**src/rtl/lsu_warp_pkg.sv**
```systemverilog
// Shared types for the warp-wide load-store unit.
// Provides the scheduler/LSU state enums, data and address types, lane mask/index
// types for the default warp size, and a helper to size lane index vectors.
package lsu_warp_pkg;

  localparam int unsigned LaneCount = 4;
  localparam int unsigned DataWidth = 32;
  localparam int unsigned AddrWidth = 8;

  // A 1-lane warp still needs a 1-bit index vector.
  function automatic int unsigned lane_idx_width(input int unsigned n);
    return (n > 1) ? $clog2(n) : 1;
  endfunction

  localparam int unsigned LaneIdxW = lane_idx_width(LaneCount);

  typedef logic [DataWidth-1:0] data_t;
  typedef logic [AddrWidth-1:0] data_memory_address_t;
  typedef logic [LaneCount-1:0] lane_mask_t;
  typedef logic [LaneIdxW-1:0]  lane_idx_t;

  typedef enum logic [1:0] {
    LSU_IDLE,
    LSU_REQUESTING,
    LSU_WAITING,
    LSU_DONE
  } lsu_state_t;

  typedef enum logic [2:0] {
    WARP_IDLE,
    WARP_FETCH,
    WARP_DECODE,
    WARP_REQUEST,
    WARP_WAIT,
    WARP_EXECUTE,
    WARP_UPDATE,
    WARP_DONE
  } warp_state_t;

endpackage

```
**src/rtl/lsu_warp_if.sv**
```systemverilog
// Shared data-memory port between the warp LSU (master) and memory (slave).
//   mem_read_valid/address   : LSU read request
//   mem_read_ready/data      : memory read acknowledge + data
//   mem_write_valid/address/data : LSU write request
//   mem_write_ready          : memory write acknowledge
interface lsu_warp_if #(
  parameter int unsigned ADDR_W = 8,
  parameter int unsigned DATA_W = 32
) ();
  logic              mem_read_valid;
  logic [ADDR_W-1:0] mem_read_address;
  logic              mem_read_ready;
  logic [DATA_W-1:0] mem_read_data;
  logic              mem_write_valid;
  logic [ADDR_W-1:0] mem_write_address;
  logic [DATA_W-1:0] mem_write_data;
  logic              mem_write_ready;

  modport master (
    output mem_read_valid, mem_read_address,
    input  mem_read_ready, mem_read_data,
    output mem_write_valid, mem_write_address, mem_write_data,
    input  mem_write_ready
  );

  modport slave (
    input  mem_read_valid, mem_read_address,
    output mem_read_ready, mem_read_data,
    input  mem_write_valid, mem_write_address, mem_write_data,
    output mem_write_ready
  );
endinterface

```
**src/rtl/lsu_warp_lane_next_finder.sv**
```systemverilog
// Combinational lane search.
//   mask_i  : active-lane mask
//   idx_i   : current lane index
//   first_i : 1 = search from lane 0 inclusive, 0 = search strictly above idx_i
//   next_o  : lowest qualifying set lane
//   found_o : a qualifying lane exists
module lsu_warp_lane_next_finder #(
  parameter int unsigned NUM_LANES = 4,
  parameter int unsigned LANE_W    = 2
) (
  input  logic [NUM_LANES-1:0] mask_i,
  input  logic [LANE_W-1:0]    idx_i,
  input  logic                 first_i,
  output logic [LANE_W-1:0]    next_o,
  output logic                 found_o
);

  // Scan downwards so the lowest qualifying lane is the last one assigned.
  always_comb begin
    next_o  = '0;
    found_o = 1'b0;
    for (int i = NUM_LANES - 1; i >= 0; i--) begin
      if (mask_i[i] && (first_i || (i > int'(idx_i)))) begin
        next_o  = LANE_W'(i);
        found_o = 1'b1;
      end
    end
  end

endmodule

```
**src/rtl/lsu_warp.sv**
```systemverilog
// Warp-wide load-store unit: serialises the LDR/STR accesses of all active lanes
// onto one shared data-memory port, with optional same-address load coalescing.
//   clk, reset_n (async, active-low), enable (0 = freeze)
//   warp_state, decoded_mem_read_enable/write_enable : instruction handshake
//   thread_mask, rs1 (base), rs2 (store data), imm    : per-instruction operands
//   mem                                               : shared memory port (master)
//   lsu_state, lsu_out                                : aggregate state, per-lane loads
module lsu_warp
  import lsu_warp_pkg::*;
#(
  parameter int unsigned NUM_LANES = 4,
  parameter int unsigned DATA_W    = 32,
  parameter int unsigned ADDR_W    = 8,
  parameter int unsigned COALESCE  = 1
) (
  input  logic                        clk,
  input  logic                        reset_n,
  input  logic                        enable,
  input  warp_state_t                 warp_state,
  input  logic                        decoded_mem_read_enable,
  input  logic                        decoded_mem_write_enable,
  input  logic [NUM_LANES-1:0]        thread_mask,
  input  logic [NUM_LANES*DATA_W-1:0] rs1,
  input  logic [NUM_LANES*DATA_W-1:0] rs2,
  input  logic [DATA_W-1:0]           imm,
  lsu_warp_if.master                  mem,
  output lsu_state_t                  lsu_state,
  output logic [NUM_LANES*DATA_W-1:0] lsu_out
);

  localparam int unsigned LaneW = lane_idx_width(NUM_LANES);

  lsu_state_t                        state_q, state_d;
  logic                              is_load_q, is_load_d;
  logic                              coal_q, coal_d;
  logic [NUM_LANES-1:0]              mask_q, mask_d;
  logic [LaneW-1:0]                  lane_q, lane_d;
  logic [NUM_LANES-1:0][ADDR_W-1:0]  addr_q, addr_d;
  logic [NUM_LANES-1:0][DATA_W-1:0]  wdata_q, wdata_d;
  logic [NUM_LANES-1:0][DATA_W-1:0]  out_q, out_d;
  logic [DATA_W-1:0]                 hold_q, hold_d;
  logic                              rvalid_q, rvalid_d, wvalid_q, wvalid_d;
  logic [ADDR_W-1:0]                 raddr_q, raddr_d, waddr_q, waddr_d;
  logic [DATA_W-1:0]                 mwdata_q, mwdata_d;

  logic [LaneW-1:0] first_idx, next_idx;
  logic             first_found, next_found, step;

  lsu_warp_lane_next_finder #(.NUM_LANES(NUM_LANES), .LANE_W(LaneW)) u_first (
    .mask_i  (thread_mask),
    .idx_i   ('0),
    .first_i (1'b1),
    .next_o  (first_idx),
    .found_o (first_found)
  );

  lsu_warp_lane_next_finder #(.NUM_LANES(NUM_LANES), .LANE_W(LaneW)) u_next (
    .mask_i  (mask_q),
    .idx_i   (lane_q),
    .first_i (1'b0),
    .next_o  (next_idx),
    .found_o (next_found)
  );

  always_comb begin
    state_d   = state_q;
    is_load_d = is_load_q;
    coal_d    = coal_q;
    mask_d    = mask_q;
    lane_d    = lane_q;
    addr_d    = addr_q;
    wdata_d   = wdata_q;
    out_d     = out_q;
    hold_d    = hold_q;
    rvalid_d  = rvalid_q;
    wvalid_d  = wvalid_q;
    raddr_d   = raddr_q;
    waddr_d   = waddr_q;
    mwdata_d  = mwdata_q;
    step      = 1'b0;

    if (enable) begin
      unique case (state_q)
        LSU_IDLE: begin
          if ((decoded_mem_read_enable || decoded_mem_write_enable) &&
              (warp_state == WARP_REQUEST)) begin
            mask_d    = thread_mask;
            is_load_d = decoded_mem_read_enable;  // read wins over write
            lane_d    = first_idx;
            coal_d    = 1'b0;
            for (int i = 0; i < int'(NUM_LANES); i++) begin
              addr_d[i]  = ADDR_W'(rs1[i*DATA_W +: DATA_W] + imm);
              wdata_d[i] = rs2[i*DATA_W +: DATA_W];
            end
            state_d = first_found ? LSU_REQUESTING : LSU_DONE;
          end
        end
        LSU_REQUESTING: begin
          if (is_load_q) begin
            rvalid_d = 1'b1;
            raddr_d  = addr_q[lane_q];
          end else begin
            wvalid_d = 1'b1;
            waddr_d  = addr_q[lane_q];
            mwdata_d = wdata_q[lane_q];
          end
          state_d = LSU_WAITING;
        end
        LSU_WAITING: begin
          // coal_q marks a coalescing step: the lane reuses the last read data
          // and the memory port is left idle.
          if (coal_q) begin
            out_d[lane_q] = hold_q;
            step          = 1'b1;
          end else if (is_load_q && mem.mem_read_ready) begin
            rvalid_d      = 1'b0;
            out_d[lane_q] = mem.mem_read_data;
            hold_d        = mem.mem_read_data;
            step          = 1'b1;
          end else if (!is_load_q && mem.mem_write_ready) begin
            wvalid_d = 1'b0;
            step     = 1'b1;
          end
          if (step) begin
            coal_d = 1'b0;
            if (!next_found) begin
              state_d = LSU_DONE;
            end else begin
              lane_d = next_idx;
              if ((COALESCE != 0) && is_load_q && (addr_q[next_idx] == addr_q[lane_q])) begin
                coal_d = 1'b1;
              end else begin
                state_d = LSU_REQUESTING;
              end
            end
          end
        end
        LSU_DONE: begin
          if (warp_state == WARP_UPDATE) state_d = LSU_IDLE;
        end
        default: state_d = LSU_IDLE;
      endcase
    end
  end

  always_ff @(posedge clk or negedge reset_n) begin
    if (!reset_n) begin
      state_q   <= LSU_IDLE;
      is_load_q <= 1'b0;
      coal_q    <= 1'b0;
      mask_q    <= '0;
      lane_q    <= '0;
      addr_q    <= '0;
      wdata_q   <= '0;
      out_q     <= '0;
      hold_q    <= '0;
      rvalid_q  <= 1'b0;
      wvalid_q  <= 1'b0;
      raddr_q   <= '0;
      waddr_q   <= '0;
      mwdata_q  <= '0;
    end else begin
      state_q   <= state_d;
      is_load_q <= is_load_d;
      coal_q    <= coal_d;
      mask_q    <= mask_d;
      lane_q    <= lane_d;
      addr_q    <= addr_d;
      wdata_q   <= wdata_d;
      out_q     <= out_d;
      hold_q    <= hold_d;
      rvalid_q  <= rvalid_d;
      wvalid_q  <= wvalid_d;
      raddr_q   <= raddr_d;
      waddr_q   <= waddr_d;
      mwdata_q  <= mwdata_d;
    end
  end

  assign mem.mem_read_valid    = rvalid_q;
  assign mem.mem_read_address  = raddr_q;
  assign mem.mem_write_valid   = wvalid_q;
  assign mem.mem_write_address = waddr_q;
  assign mem.mem_write_data    = mwdata_q;
  assign lsu_state             = state_q;
  assign lsu_out               = out_q;

endmodule

```
**src/flat_wrapper.sv**
```systemverilog
// flat-port wrapper written by rule: the top's interface ports become plain ports
module lsu_warp_flat import lsu_warp_pkg::*;
#(
  parameter int unsigned NUM_LANES = 4,
  parameter int unsigned DATA_W    = 32,
  parameter int unsigned ADDR_W    = 8,
  parameter int unsigned COALESCE  = 1
)
  (clk, reset_n, enable, warp_state, decoded_mem_read_enable, decoded_mem_write_enable, thread_mask, rs1, rs2, imm, lsu_state, lsu_out, mem_mem_read_valid, mem_mem_read_address, mem_mem_read_ready, mem_mem_read_data, mem_mem_write_valid, mem_mem_write_address, mem_mem_write_data, mem_mem_write_ready);
  lsu_warp_if #(.ADDR_W(ADDR_W), .DATA_W(DATA_W)) mem_i ();
  input  logic clk;
  input  logic reset_n;
  input  logic enable;
  input  warp_state_t warp_state;
  input  logic decoded_mem_read_enable;
  input  logic decoded_mem_write_enable;
  input  logic [NUM_LANES-1:0] thread_mask;
  input  logic [NUM_LANES*DATA_W-1:0] rs1;
  input  logic [NUM_LANES*DATA_W-1:0] rs2;
  input  logic [DATA_W-1:0] imm;
  output lsu_state_t lsu_state;
  output logic [NUM_LANES*DATA_W-1:0] lsu_out;
  output wire logic [$bits(mem_i.mem_read_valid)-1:0] mem_mem_read_valid;
  output wire logic [$bits(mem_i.mem_read_address)-1:0] mem_mem_read_address;
  input wire logic [$bits(mem_i.mem_read_ready)-1:0] mem_mem_read_ready;
  input wire logic [$bits(mem_i.mem_read_data)-1:0] mem_mem_read_data;
  output wire logic [$bits(mem_i.mem_write_valid)-1:0] mem_mem_write_valid;
  output wire logic [$bits(mem_i.mem_write_address)-1:0] mem_mem_write_address;
  output wire logic [$bits(mem_i.mem_write_data)-1:0] mem_mem_write_data;
  input wire logic [$bits(mem_i.mem_write_ready)-1:0] mem_mem_write_ready;
  assign mem_mem_read_valid = mem_i.mem_read_valid;
  assign mem_mem_read_address = mem_i.mem_read_address;
  assign mem_i.mem_read_ready = mem_mem_read_ready;
  assign mem_i.mem_read_data = mem_mem_read_data;
  assign mem_mem_write_valid = mem_i.mem_write_valid;
  assign mem_mem_write_address = mem_i.mem_write_address;
  assign mem_mem_write_data = mem_i.mem_write_data;
  assign mem_i.mem_write_ready = mem_mem_write_ready;
  lsu_warp #(.NUM_LANES(NUM_LANES), .DATA_W(DATA_W), .ADDR_W(ADDR_W), .COALESCE(COALESCE)) u_core (.clk(clk), .reset_n(reset_n), .enable(enable), .warp_state(warp_state), .decoded_mem_read_enable(decoded_mem_read_enable), .decoded_mem_write_enable(decoded_mem_write_enable), .thread_mask(thread_mask), .rs1(rs1), .rs2(rs2), .imm(imm), .mem(mem_i), .lsu_state(lsu_state), .lsu_out(lsu_out));
endmodule
```
**config.mk**
```make
export PLATFORM = sky130hd
export DESIGN_NAME = lsu_warp_flat
export DESIGN_NICKNAME = d
export VERILOG_FILES = /design/src/rtl/lsu_warp_pkg.sv /design/src/rtl/lsu_warp_if.sv /design/src/rtl/lsu_warp_lane_next_finder.sv /design/src/rtl/lsu_warp.sv /design/src/flat_wrapper.sv
export SDC_FILE = /design/constraint.sdc
export NUM_CORES = 1
export LEC_CHECK = 0
export BUFFER_PORTS_ARGS = -buffer_cell sky130_fd_sc_hd__clkbuf_2
export CORE_AREA = 5 5 196 198
export CTS_CLUSTER_DIAMETER = 120
export DETAILED_ROUTE_END_ITERATION = 8
export DIE_AREA = 0 0 201 203
export HOLD_SLACK_MARGIN = 0.02
export PLACE_DENSITY = 0.79
export SLEW_MARGIN = 0
export SYNTH_ARGS = -nofsm -noshare
export SYNTH_HDL_FRONTEND = slang
export SYNTH_SLANG_ARGS = --single-unit
```
**constraint.sdc**
```tcl
create_clock -name clk -period 4.35 [get_ports clk]
set_input_delay 0.87 -clock clk [delete_from_list [all_inputs] [get_ports clk]]
set_output_delay 0.87 -clock clk [all_outputs]
set_load 0.05 [all_outputs]
```
==> results.md <==
- Result of the run: complete, no violations
- Least-Margin Pin Slew: about 0.94 ns
- Clock Latency Late Sink: 0.54 ns
- Cell mode on critical path: a21oi_1
- Final period util: between 70% and 80%
- Die extent in y: 203 µm
- Number of post-CTS setup repair buffers: 0
- Detailed-router iteration count before antenna repair: 7
- Shortest period the worst path allows: roughly 3.3 ns
- Worst slack at placement: around 1.2 ns
- Total placed cells including tap cells: 2,400
- Power density over cell area: around 820 nW/µm²
- Area grow syn2layout: 22.53%
- Synthesized area per cell: 10.44 µm²
- Worst-path clk slew: ~0.060 ns
- Global-route wire length before repair: ~73,000 µm
- Io pins: between 500 and 600
- Clock Sink Count: about 380
- HP Class: input port to asynchronous set/reset pin
- Element type at the critical path start: register
- Endpoint of the worst register-to-register path: u_core.lsu_state[1]
- Final antenna-violating net count: 0
- Register-to-register setup slack: around 1.1 ns
- Filler cells: 2,994
- Non-filler instance count after layout: approximately 2,500
- Share of Yosys cell area claimed by the top area cell type: about 56%
- Largest area contributor in the synthesized netlist: dfrtp_1
- Number of nets in the layout: between 2,000 and 2,500
- Stage delay of the slowest cell on the critical path: around 0.61 ns
- Largest clock skew in the final design: around 0.013 ns
- Final weighted congestion of routability-driven global placement: 0.8735
- Post-synth EDFFs: 0
- Detail-routed via count per cell: 5.343
- Number of antenna violations at the first check in global routing: 3
- Synth Net Count: between 1,500 and 2,000
- Total via count after detailed routing: 13,219
- Via count of the first global-routing pass: around 14,000
- Final number of hold-violating endpoints: 0
- Site row count: 70
- Post-route setup slack: 1.076 ns
- Number of H-tree levels: 2
- Clock buffers created by TritonCTS: 40
- RSZ-0062 raised after global routing: no
- Post-synthesis sequential area ratio: between 50% and 60%
- Setup TNS: 0 ns
- Remaining design rule violation count: 0
- Top area cells in the synthesized netlist: dfrtp_1 56%, nand2_1 11%, mux2_2 5.4%
- Remaining Overflow, GRT: 0
- Max transition margin: approximately 37%
- Final Max Slew Viols: 0
- GRT Overall Usage: 21.99%
- Async set-reset flop share out of synthesis: 100.0%
- Critical-path cell list: nand2b_1 -> a21oi_1 -> nor2_1 -> a21oi_1 -> xor2_1 -> or4_4 -> o31ai_4 -> mux2_4
- Count of hold-fix buffers inserted at cts: 0
- Post-cts resize count: 0
- Post-DP HPWL: around 32,000 µm
- Count of routing violations after the opening detailed-route iteration: about 790
- Leak: about 0.011 µW
- Placeable Area: approximately 36,000 µm²
- Clock tree from TritonCTS: yes
- Pin count of the biggest net entering global routing: 189
- Overall power consumption: about 17,000 µW
- Overall die width: 201 µm
- Longest Clk Path Bufs: 3
- Top flip-flop cell by instance count after synthesis: dfrtp_1
- Drt total wl: ~45,000 µm
- Startpoint-to-endpoint class of the critical path: register to register
- Count of distinct cell types in the synthesized netlist: 47
- Initial Util: a little under half
- Yosys warning total: 0
- # Max-Cap Violations: 0
- Data arrival time of the critical path: 3.70 ns
- Slowest CP cell: dfrtp_4
- R2R depth: 8
- CP max FO: 18
- Clock root cell: clkbuf_16
- Data required time of the critical path: between 4 and 5 ns
- Beginning of the worst register-to-register path: u_core.lane_q[0]
- Syn Inst Count: 1,608
- Synthesis-stage register bit count: 379
- Worst IR Drop VDD: approximately 0.45 mV
- Nature of the critical path endpoint: register
- Max Clk Rate: roughly 310 MHz
- Final setup vio count: 0
- Wirelength per Cell: between 15 and 20 µm
- Number of buffers added on ports: approximately 390
- Die outline area: between 40,000 and 50,000 µm²
- Fraction of layout cells with a size suffix above 1: between 30% and 40%
- Netlist area before placement: about 17,000 µm²
[cells in the mapped netlist, types with 2 or more instances]
master,count
nand2_1,490
dfrtp_1,379
a21oi_1,132
nor2_1,111
mux2_2,81
o21ai_0,81
clkbuf_1,74
mux4_2,40
mux2i_1,35
ha_1,32
xor2_1,20
inv_1,19
a21o_1,17
xnor2_1,16
nand3_1,9
buf_2,8
buf_1,6
a31oi_1,5
nand2b_1,5
fa_1,4
nor2b_1,4
o32ai_1,4
a22oi_1,3
buf_6,3
nand3b_1,3
nor3_1,2
nor3b_1,2
nor4_1,2
o22ai_1,2
o311ai_0,2
[metrics by stage]
step	util (%)	area [µm²]	hold WS (ns)
after floorplan	-	16790	0.4403
after global placement	52.93	19240	0.4534
after detailed placement	52.93	19240	0.4583
after CTS	56.58	20560	0.4157
after global routing	56.58	20560	0.4324
final	56.59	20570	0.3758
[worst max path at each step]
stage	startpoint	endpoint	slack [ns]
final	u_core.lane_q[0]	u_core.lsu_state[1]	1.08
after global placement	u_core.lane_q[0]	u_core.lsu_state[1]	1.18
after floorplan	u_core.mask_q[2]	u_core.lsu_state[1]	1.71
after CTS	u_core.lane_q[0]	u_core.lsu_state[1]	1.15
after detailed placement	u_core.lane_q[0]	u_core.lsu_state[1]	1.17
after global routing	u_core.lane_q[0]	u_core.lsu_state[1]	0.83
[sequential cells by signal, indices dropped and copies added (netlist names), 3 cells and up]
register,flops
u_core.lsu_out,128
u_core.wdata_q,128
u_core.mem.mem_read_address,8
u_core.mem.mem_write_address,8
u_core.mask_q,3
u_core.hold_q,32
u_core.mem.mem_write_data,32
u_core.addr_q,32
[area by class of cell]
class	count	area, µm²	share of cell area, %
flip-flops and latches	379	9490	46.14
diodes	1	2.502	0.01217
repair buffers	415	2180	10.60
inverters	19	71.32	0.3468
clock inverters	13	127.6	0.6205
clock buffers	60	1197	5.822
well taps	468	585.6	2.847
multi-input cells	1119	6913	33.61
[per-layer routing]
metal / share of wire [%] / GRT usage [%]
met1: 41 / 29.15
met2: 47 / 35.48
met3: 9.1 / 6.277
met4: 2.9 / 6.809
met5: 0.042 / 0
[cell families (layout without fill, tap and decap cells)]
logic type | count (synthesis) | after routing | share of synthesized area, %
compound gates | 254 | 254 | 8.296
xor+xnor | 36 | 36 | 1.878
fa+ha+maj | 36 | 36 | 2.862
buf+inv | 110 | 507 | 2.654
flops | 379 | 379 | 56.50
mux | 157 | 157 | 12.98
other cells | 0 | 1 | 0
simple gates | 636 | 636 | 14.83
[critical path, delay by kind of cell, from the launching register on]
| kind | cells | cell delay [ns] |
|---|---|---|
| muxes | 1 | 0.32 |
| xor gates and xnor gates | 1 | 0.10 |
| DFF | 1 | 0.61 |
| and+or+nand+nor | 3 | 1.12 |
| AOI/OAI and AO/OA | 3 | 1.01 |
[layout by cell type (no fill, tap or decap), types with 20 or more instances in the layout]
cell type,netlist,final
mux4_2,40,40
clkbuf_2,0,392
nor2_1,111,109
a21oi_1,132,132
clkbuf_16,0,41
ha_1,32,32
mux2_2,81,81
dfrtp_1,379,376
xor2_1,20,20
nand2_1,490,490
mux2i_1,35,35
o21ai_0,81,81
[power breakdown]
group | leakage [µW] | total (µW) | internal (µW) | switching (µW)
Sequential | 0.00488 | 6240 | 5120 | 1120
Clock | 0.000653 | 3400 | 2030 | 1370
Combinational | 0.00506 | 7130 | 2300 | 4830
Power figures use the tool's default switching activity.
